$ cat config.mk
export PLATFORM = sky130hd
export DESIGN_NAME = adaboost_weight_vote_reader_flat
export DESIGN_NICKNAME = d
export VERILOG_FILES = /design/src/rtl/adaboost_weight_vote_reader_pkg.sv /design/src/rtl/adaboost_weight_vote_reader_if.sv /design/src/rtl/adaboost_vote_accum.sv /design/src/rtl/adaboost_weight_vote_reader.sv /design/src/flat_wrapper.sv
export SDC_FILE = /design/constraint.sdc
export NUM_CORES = 1
export LEC_CHECK = 0
export ABC_AREA = 1
export BUFFER_PORTS_ARGS = -buffer_cell sky130_fd_sc_hd__buf_4
export CORE_ASPECT_RATIO = 1.75
export CORE_MARGIN = 2
export CORE_UTILIZATION = 55
export DETAILED_ROUTE_END_ITERATION = 12
export PLACE_DENSITY = 0.8
export SYNTH_ARGS = -nofsm -noshare
export SYNTH_HDL_FRONTEND = slang
export SYNTH_HIERARCHICAL = 1
export SYNTH_SLANG_ARGS = --single-unit
$ cat constraint.sdc
create_clock -name clk -period 2.2 [get_ports clk]
set_input_delay 0.22 -clock clk [delete_from_list [all_inputs] [get_ports clk]]
set_output_delay 0.22 -clock clk [all_outputs]
set_load 0.01 [all_outputs]
$ cat src/rtl/adaboost_weight_vote_reader_pkg.sv
// Shared constants and FSM state type for the AdaBoost weighted-vote reader.
//   N_WEIGHTS   : number of stored weak-classifier weights
//   W_WIDTH     : signed weight width
//   SCORE_WIDTH : signed accumulated score width (covers +/-30*256 exactly)
//   ADDR_WIDTH  : weight memory address width
//   FINISH_ADDR : address driven in the drain cycle (one past the last weight)
package adaboost_weight_vote_reader_pkg;

    localparam int N_WEIGHTS   = 30;
    localparam int W_WIDTH     = 9;
    localparam int SCORE_WIDTH = 14;
    localparam int ADDR_WIDTH  = 5;
    localparam int FINISH_ADDR = 30;

    typedef enum logic [1:0] {
        IDLE  = 2'd0,
        FETCH = 2'd1,
        DRAIN = 2'd2,
        DONE  = 2'd3
    } state_t;

endpackage

$ cat src/rtl/adaboost_weight_vote_reader_if.sv
// Weight memory bus between the vote reader (master) and the weight store (slave).
//   wmem_address : word address
//   wmem_read    : read strobe; data returns on wmem_dataout after the next edge
//   wmem_write   : write strobe (the reader never writes)
//   wmem_datain  : write data
//   wmem_dataout : registered read data (signed weight)
interface adaboost_weight_vote_reader_if
    import adaboost_weight_vote_reader_pkg::*;
#(
    parameter int W_WIDTH = adaboost_weight_vote_reader_pkg::W_WIDTH
);
    logic [ADDR_WIDTH-1:0]     wmem_address;
    logic                      wmem_read;
    logic                      wmem_write;
    logic [W_WIDTH-1:0]        wmem_datain;
    logic signed [W_WIDTH-1:0] wmem_dataout;

    modport master (
        output wmem_address,
        output wmem_read,
        output wmem_write,
        output wmem_datain,
        input  wmem_dataout
    );

    modport slave (
        input  wmem_address,
        input  wmem_read,
        input  wmem_write,
        input  wmem_datain,
        output wmem_dataout
    );
endinterface

$ cat src/rtl/adaboost_vote_accum.sv
// Signed add/subtract-and-hold accumulator for the weighted vote.
//   clk, rst_n : clock, asynchronous active-low reset (score -> 0)
//   clr        : clear score to 0 (has priority over en)
//   en         : accumulate this cycle
//   vote       : 1 adds the weight, 0 subtracts it
//   weight     : signed weight, sign-extended to SCORE_WIDTH
//   score      : running / held score
module adaboost_vote_accum #(
    parameter int W_WIDTH     = 9,
    parameter int SCORE_WIDTH = 14
) (
    input  logic                          clk,
    input  logic                          rst_n,
    input  logic                          clr,
    input  logic                          en,
    input  logic                          vote,
    input  logic signed [W_WIDTH-1:0]     weight,
    output logic signed [SCORE_WIDTH-1:0] score
);

    logic signed [SCORE_WIDTH-1:0] wext;

    assign wext = {{(SCORE_WIDTH-W_WIDTH){weight[W_WIDTH-1]}}, weight};

    always_ff @(posedge clk or negedge rst_n) begin
        if (!rst_n) begin
            score <= '0;
        end else if (clr) begin
            score <= '0;
        end else if (en) begin
            score <= vote ? (score + wext) : (score - wext);
        end
    end

endmodule

$ cat src/rtl/adaboost_weight_vote_reader.sv
// AdaBoost weighted-vote reader: on start, walks the weight memory from
// address 0 to N_WEIGHTS-1 and accumulates +w[i] or -w[i] per latched vote bit.
//   clk, rst_n : clock, asynchronous active-low reset
//   start      : request one evaluation (ignored unless idle)
//   votes      : weak-classifier outputs, bit i = 1 means +1
//   wmem       : weight memory bus (master side)
//   busy       : evaluation in progress
//   done       : one-cycle pulse when score/decision are final
//   score      : signed weighted sum, held until the next accepted start
//   decision   : 1 when score >= 0
module adaboost_weight_vote_reader
    import adaboost_weight_vote_reader_pkg::*;
#(
    parameter int N_WEIGHTS   = adaboost_weight_vote_reader_pkg::N_WEIGHTS,
    parameter int W_WIDTH     = adaboost_weight_vote_reader_pkg::W_WIDTH,
    parameter int SCORE_WIDTH = adaboost_weight_vote_reader_pkg::SCORE_WIDTH
) (
    input  logic                          clk,
    input  logic                          rst_n,
    input  logic                          start,
    input  logic [N_WEIGHTS-1:0]          votes,
    adaboost_weight_vote_reader_if.master wmem,
    output logic                          busy,
    output logic                          done,
    output logic signed [SCORE_WIDTH-1:0] score,
    output logic                          decision
);

    localparam logic [ADDR_WIDTH-1:0] LAST_ADDR = ADDR_WIDTH'(N_WEIGHTS - 1);
    localparam logic [ADDR_WIDTH-1:0] END_ADDR  = ADDR_WIDTH'(N_WEIGHTS);

    state_t               state;
    logic [N_WEIGHTS-1:0] vote_sr;   // latched votes, bit 0 pairs with the next returning weight
    logic                 acc_en;    // read strobe delayed one cycle: wmem_dataout is valid
    logic                 start_ok;

    assign start_ok         = (state == IDLE) && start;
    assign wmem.wmem_write  = 1'b0;
    assign wmem.wmem_datain = '0;

    always_ff @(posedge clk or negedge rst_n) begin
        if (!rst_n) begin
            state             <= IDLE;
            wmem.wmem_address <= '0;
            wmem.wmem_read    <= 1'b0;
            busy              <= 1'b0;
            done              <= 1'b0;
            decision          <= 1'b0;
            acc_en            <= 1'b0;
            vote_sr           <= '0;
        end else begin
            done   <= 1'b0;
            acc_en <= wmem.wmem_read;
            // Weights come back in address order, so shifting the latched
            // votes keeps vote i aligned with weight i.
            if (acc_en) begin
                vote_sr <= vote_sr >> 1;
            end

            unique case (state)
                IDLE: begin
                    if (start) begin
                        vote_sr           <= votes;
                        busy              <= 1'b1;
                        wmem.wmem_address <= '0;
                        wmem.wmem_read    <= 1'b1;
                        state             <= FETCH;
                    end
                end
                FETCH: begin
                    if (wmem.wmem_address == LAST_ADDR) begin
                        wmem.wmem_address <= END_ADDR;
                        wmem.wmem_read    <= 1'b0;
                        state             <= DRAIN;
                    end else begin
                        wmem.wmem_address <= wmem.wmem_address + 1'b1;
                        wmem.wmem_read    <= 1'b1;
                    end
                end
                DRAIN: begin
                    wmem.wmem_address <= '0;
                    wmem.wmem_read    <= 1'b0;
                    state             <= DONE;
                end
                DONE: begin
                    done     <= 1'b1;
                    busy     <= 1'b0;
                    decision <= ~score[SCORE_WIDTH-1];
                    state    <= IDLE;
                end
                default: state <= IDLE;
            endcase
        end
    end

    adaboost_vote_accum #(
        .W_WIDTH     (W_WIDTH),
        .SCORE_WIDTH (SCORE_WIDTH)
    ) u_accum (
        .clk    (clk),
        .rst_n  (rst_n),
        .clr    (start_ok),
        .en     (acc_en),
        .vote   (vote_sr[0]),
        .weight (wmem.wmem_dataout),
        .score  (score)
    );

endmodule

$ cat src/flat_wrapper.sv
// flat-port wrapper written by rule: the top's interface ports become plain ports
module adaboost_weight_vote_reader_flat import adaboost_weight_vote_reader_pkg::*;
#(
    parameter int N_WEIGHTS   = adaboost_weight_vote_reader_pkg::N_WEIGHTS,
    parameter int W_WIDTH     = adaboost_weight_vote_reader_pkg::W_WIDTH,
    parameter int SCORE_WIDTH = adaboost_weight_vote_reader_pkg::SCORE_WIDTH
)
  (clk, rst_n, start, votes, busy, done, score, decision, wmem_wmem_address, wmem_wmem_read, wmem_wmem_write, wmem_wmem_datain, wmem_wmem_dataout);
  adaboost_weight_vote_reader_if #(.W_WIDTH(W_WIDTH)) wmem_i ();
  input  logic clk;
  input  logic rst_n;
  input  logic start;
  input  logic [N_WEIGHTS-1:0] votes;
  output logic busy;
  output logic done;
  output logic signed [SCORE_WIDTH-1:0] score;
  output logic decision;
  output wire logic [$bits(wmem_i.wmem_address)-1:0] wmem_wmem_address;
  output wire logic [$bits(wmem_i.wmem_read)-1:0] wmem_wmem_read;
  output wire logic [$bits(wmem_i.wmem_write)-1:0] wmem_wmem_write;
  output wire logic [$bits(wmem_i.wmem_datain)-1:0] wmem_wmem_datain;
  input wire logic [$bits(wmem_i.wmem_dataout)-1:0] wmem_wmem_dataout;
  assign wmem_wmem_address = wmem_i.wmem_address;
  assign wmem_wmem_read = wmem_i.wmem_read;
  assign wmem_wmem_write = wmem_i.wmem_write;
  assign wmem_wmem_datain = wmem_i.wmem_datain;
  assign wmem_i.wmem_dataout = wmem_wmem_dataout;
  adaboost_weight_vote_reader #(.N_WEIGHTS(N_WEIGHTS), .W_WIDTH(W_WIDTH), .SCORE_WIDTH(SCORE_WIDTH)) u_core (.clk(clk), .rst_n(rst_n), .start(start), .votes(votes), .wmem(wmem_i), .busy(busy), .done(done), .score(score), .decision(decision));
endmodule
==> impl_metrics.yaml <==
setup_path:
  path_max_fanout: 4
  slowest_delay_ns: 0.44
  critPathArrivalTime_ns: 2.38
  critPathRequiredTime_ns: 2.44
  critPathKind: "register to register"
  cp_cell_sequence: "inv_2 > nand2_2 > nor2_2 > nand2_2 > nand2_2 > inv_1 > ha_1 > nand2_2 > nor2_2 > nand2_1 > a21oi_1 > nor2_1 > nand2_1 > nand3_1 > nand2_1"
  crit_top_cell: "nand2_2"
  start_kind: "register"
  cp_slowest_cell: "dfrtp_2"
  end_kind: "register"
  r2r_cells: 15
timing:
  fin_crit_sh_pct: 97.47
  maxSlewHeadroom_pct: 52.19
  setup_viol: 0
  fin_ws_ns: 0.05569
  finalMaxSlewViolations: 0
  worstMarginPinSlew_ns: 0.7172
  hold_slack_ns: -0.03174
  max_freq_mhz: 466.4
  rsz0062_at_grt: "true"
  finalCriticalPeriod_ns: 2.144
  fin_skew_ns: 0.007943
  hold_violations: 40
status:
  status: "finished with violations"
  violations: "negative hold slack"
global_routing:
  antenna_found_initial: 0
  grt_pass1_wl_um: 15210
  grtUsageTotal_pct: 26.17
  grt_pass1_vias: 3641
  grt_overflow: 0
  grt_max_degree: 57
floorplanning:
  core_mm2: 0.006490
  rows: 39
  dieArea_mm2: 0.007363
  num_io_pins: 75
  initial_core_util_pct: 56.51
  die_w_um: 65.73
  die_y_um: 112.0
cells_and_area:
  num_antenna_cells: 0
  multiInputGateArea_mm2: 0.002034
  fin_cells: 674
  fill_cells: 539
  regArea_mm2: 0.001403
  finalNetCount: 655
  syn2layout_area_growth_pct: 25.52
  drive_gt1_share_pct: 24.66
clocking:
  cts_sinks: 56
  cts_max_level: 2
  clock_latency_ns: 0.30
  cts_tree: "done"
  ctsRootBufferMaster: "clkbuf_16"
  cts_buffer_depth: 2
  cts.clk_slew.worst_paths_ns: 0.07
  hold_buffers: 0
  cts_made_buffers: 5
power:
  power_density_mw_per_mm2: 1661
  cellLeakagePower_nw: 2.403
  ir_worst_vdd_uv: 843.5
route:
  drcViolationCount: 0
  via_per_inst: 5.263
  postRouteAntennaNets: 0
  routed_wirelength_um: 9273
  routedWlPerCell_um: 13.76
  vias: 3547
  drt_iter0_drc: 174
  dr.pass1.iters: 4
yosys:
  ys_ff_latch: 56
  synth_area_per_cell_um2: 7.205
  syn-cell-area_mm2: 0.003667
  ys_seq_area_share_pct: 38.21
  netlist-cell-type-count: 33
  ys_warn_count: 6
  netlist_instances: 509
job:
  max_cap_violations: 0
place:
  dpl.cell_count: 664
  place.port_buffers: 64
  place_ws_ns: -0.1707
  dp.final_hpwl_um: 6631
  gp_congestion: 0.9191
hold_path:
  hold_class: "primary input to asynchronous set/reset pin"
synthesized netlist by cell type, drive strengths merged:
cell	n	area, µm²
a21o	1	7.510
a21oi	9	45.04
a22o	1	8.760
a31oi	3	18.77
and2	1	8.760
buf	23	175.2
clkbuf	1	3.750
conb	1	3.750
dfrtp	56	1401
fa	1	20.02
ha	21	262.8
inv	59	224.0
nand2	156	618.1
nand3	20	110.1
nand3b	1	7.510
nand4	5	31.28
nor2	65	254.0
nor3	1	5.000
o21ai	74	377.9
o21bai	1	7.510
or2	1	6.260
xnor2	1	8.760
xor2	7	61.31
cell usage in the layout, fill, tap and decap left out, types with 2 or more instances in the layout:
master     instances
a21oi_1            6
a21oi_2            3
a31oi_1            2
buf_4             90
clkbuf_16          5
conb_1            10
dfrtp_1           55
ha_1              16
ha_4               4
inv_1             54
inv_2              4
nand2_1          138
nand2_2           16
nand2_4            2
nand3_1           18
nand3_2            2
nand4_1            5
nor2_1            57
nor2_2             7
o21ai_0           28
o21ai_1           43
o21ai_2            2
xor2_1             7
timing repair:
action	CTS	global route
setup endpoints to repair	1	8
pin swaps	0	6
resized for setup	1	31
setup buffers	0	2
final timing paths:
path,end,startpoint,slack [ns]
max,u_core/u_accum/score[13],u_core/vote_sr[0],0.06
min,u_core/u_accum/score[3],rst_n,-0.03
max reg2reg,u_core/u_accum/score[13],u_core/vote_sr[0],0.06
min reg2reg,u_core/acc_en,u_core/wmem.wmem_read,0.43
max in group asynchronous,u_core/vote_sr[0],rst_n,1.72
min in group clk,u_core/vote_sr[25],votes[25],0.13
routing by layer:
layer / vias up / wire length (µm) / global-route usage (%)
met2: 111 / 4960 / 47.21
met4: 0 / 508 / 14.72
li1: 1746 / - / -
met3: 42 / 348 / 4.309
met1: 1648 / 3455 / 27.74
met5: - / 0 / 0
sequential cells by signal, summed over array words and instances (netlist names):
register / count
u_core/state: 2
u_core/acc_en: 1
u_core/done: 1
u_core/busy: 1
u_core/wmem.wmem_address: 5
u_core/decision: 1
u_core/wmem.wmem_read: 1
u_core/vote_sr: 30
u_core/u_accum/score: 14
through the flow:
| step | setup TNS [ns] | total power, mW | area (µm²) | util, % | hold slack, ns |
|---|---|---|---|---|---|
| 6_report | 0 | 7.645 | 4603 | 70.93 | -0.03174 |
| 5_1_grt | -0.1822 | 8.379 | 4603 | 70.93 | 0.03775 |
| 4_1_cts | 0 | 7.213 | 4449 | 68.56 | 0.006614 |
| 3_5_place_dp | -0.7984 | 6.259 | 4285 | 66.03 | 0.3245 |
| 3_3_place_gp | -0.3168 | 6.137 | 4285 | 66.03 | 0.3223 |
| 2_1_floorplan | 0 | 4.938 | 3701 | - | -0.07559 |
logic make-up (layout without fill, tap and decap cells):
group	after synthesis	after routing	synth area share [%]
flip-flops	56	56	38.21
AO/OA/AOI/OAI	89	89	12.69
XOR/XNOR	8	8	1.911
buffers and inverters	83	157	10.99
other	1	10	0.1023
AND/OR/NAND/NOR	250	250	28.39
adder cells (fa/ha/maj)	22	22	7.711
where the power goes:
group / internal [mW] / switching (mW)
logic: 2.00 / 2.78
clock network: 0.537 / 0.368
registers: 1.55 / 0.406
critical path: cells and delay by family, from the launching register on:
family,cells,cell delay [ns]
compound gates,1,0.16
fa+ha+maj,1,0.35
simple gates,11,0.98
flops,1,0.44
buf+inv,2,0.15
final cells by class:
type,count,share of cell area (%)
repair buffers,90,14.68
flip-flops and latches,56,30.47
clock inverters,2,0.7611
well taps,82,2.229
clock buffers,6,2.800
inverters,59,4.865
multi-input cells,379,44.20
Power figures use the tool's default switching activity.
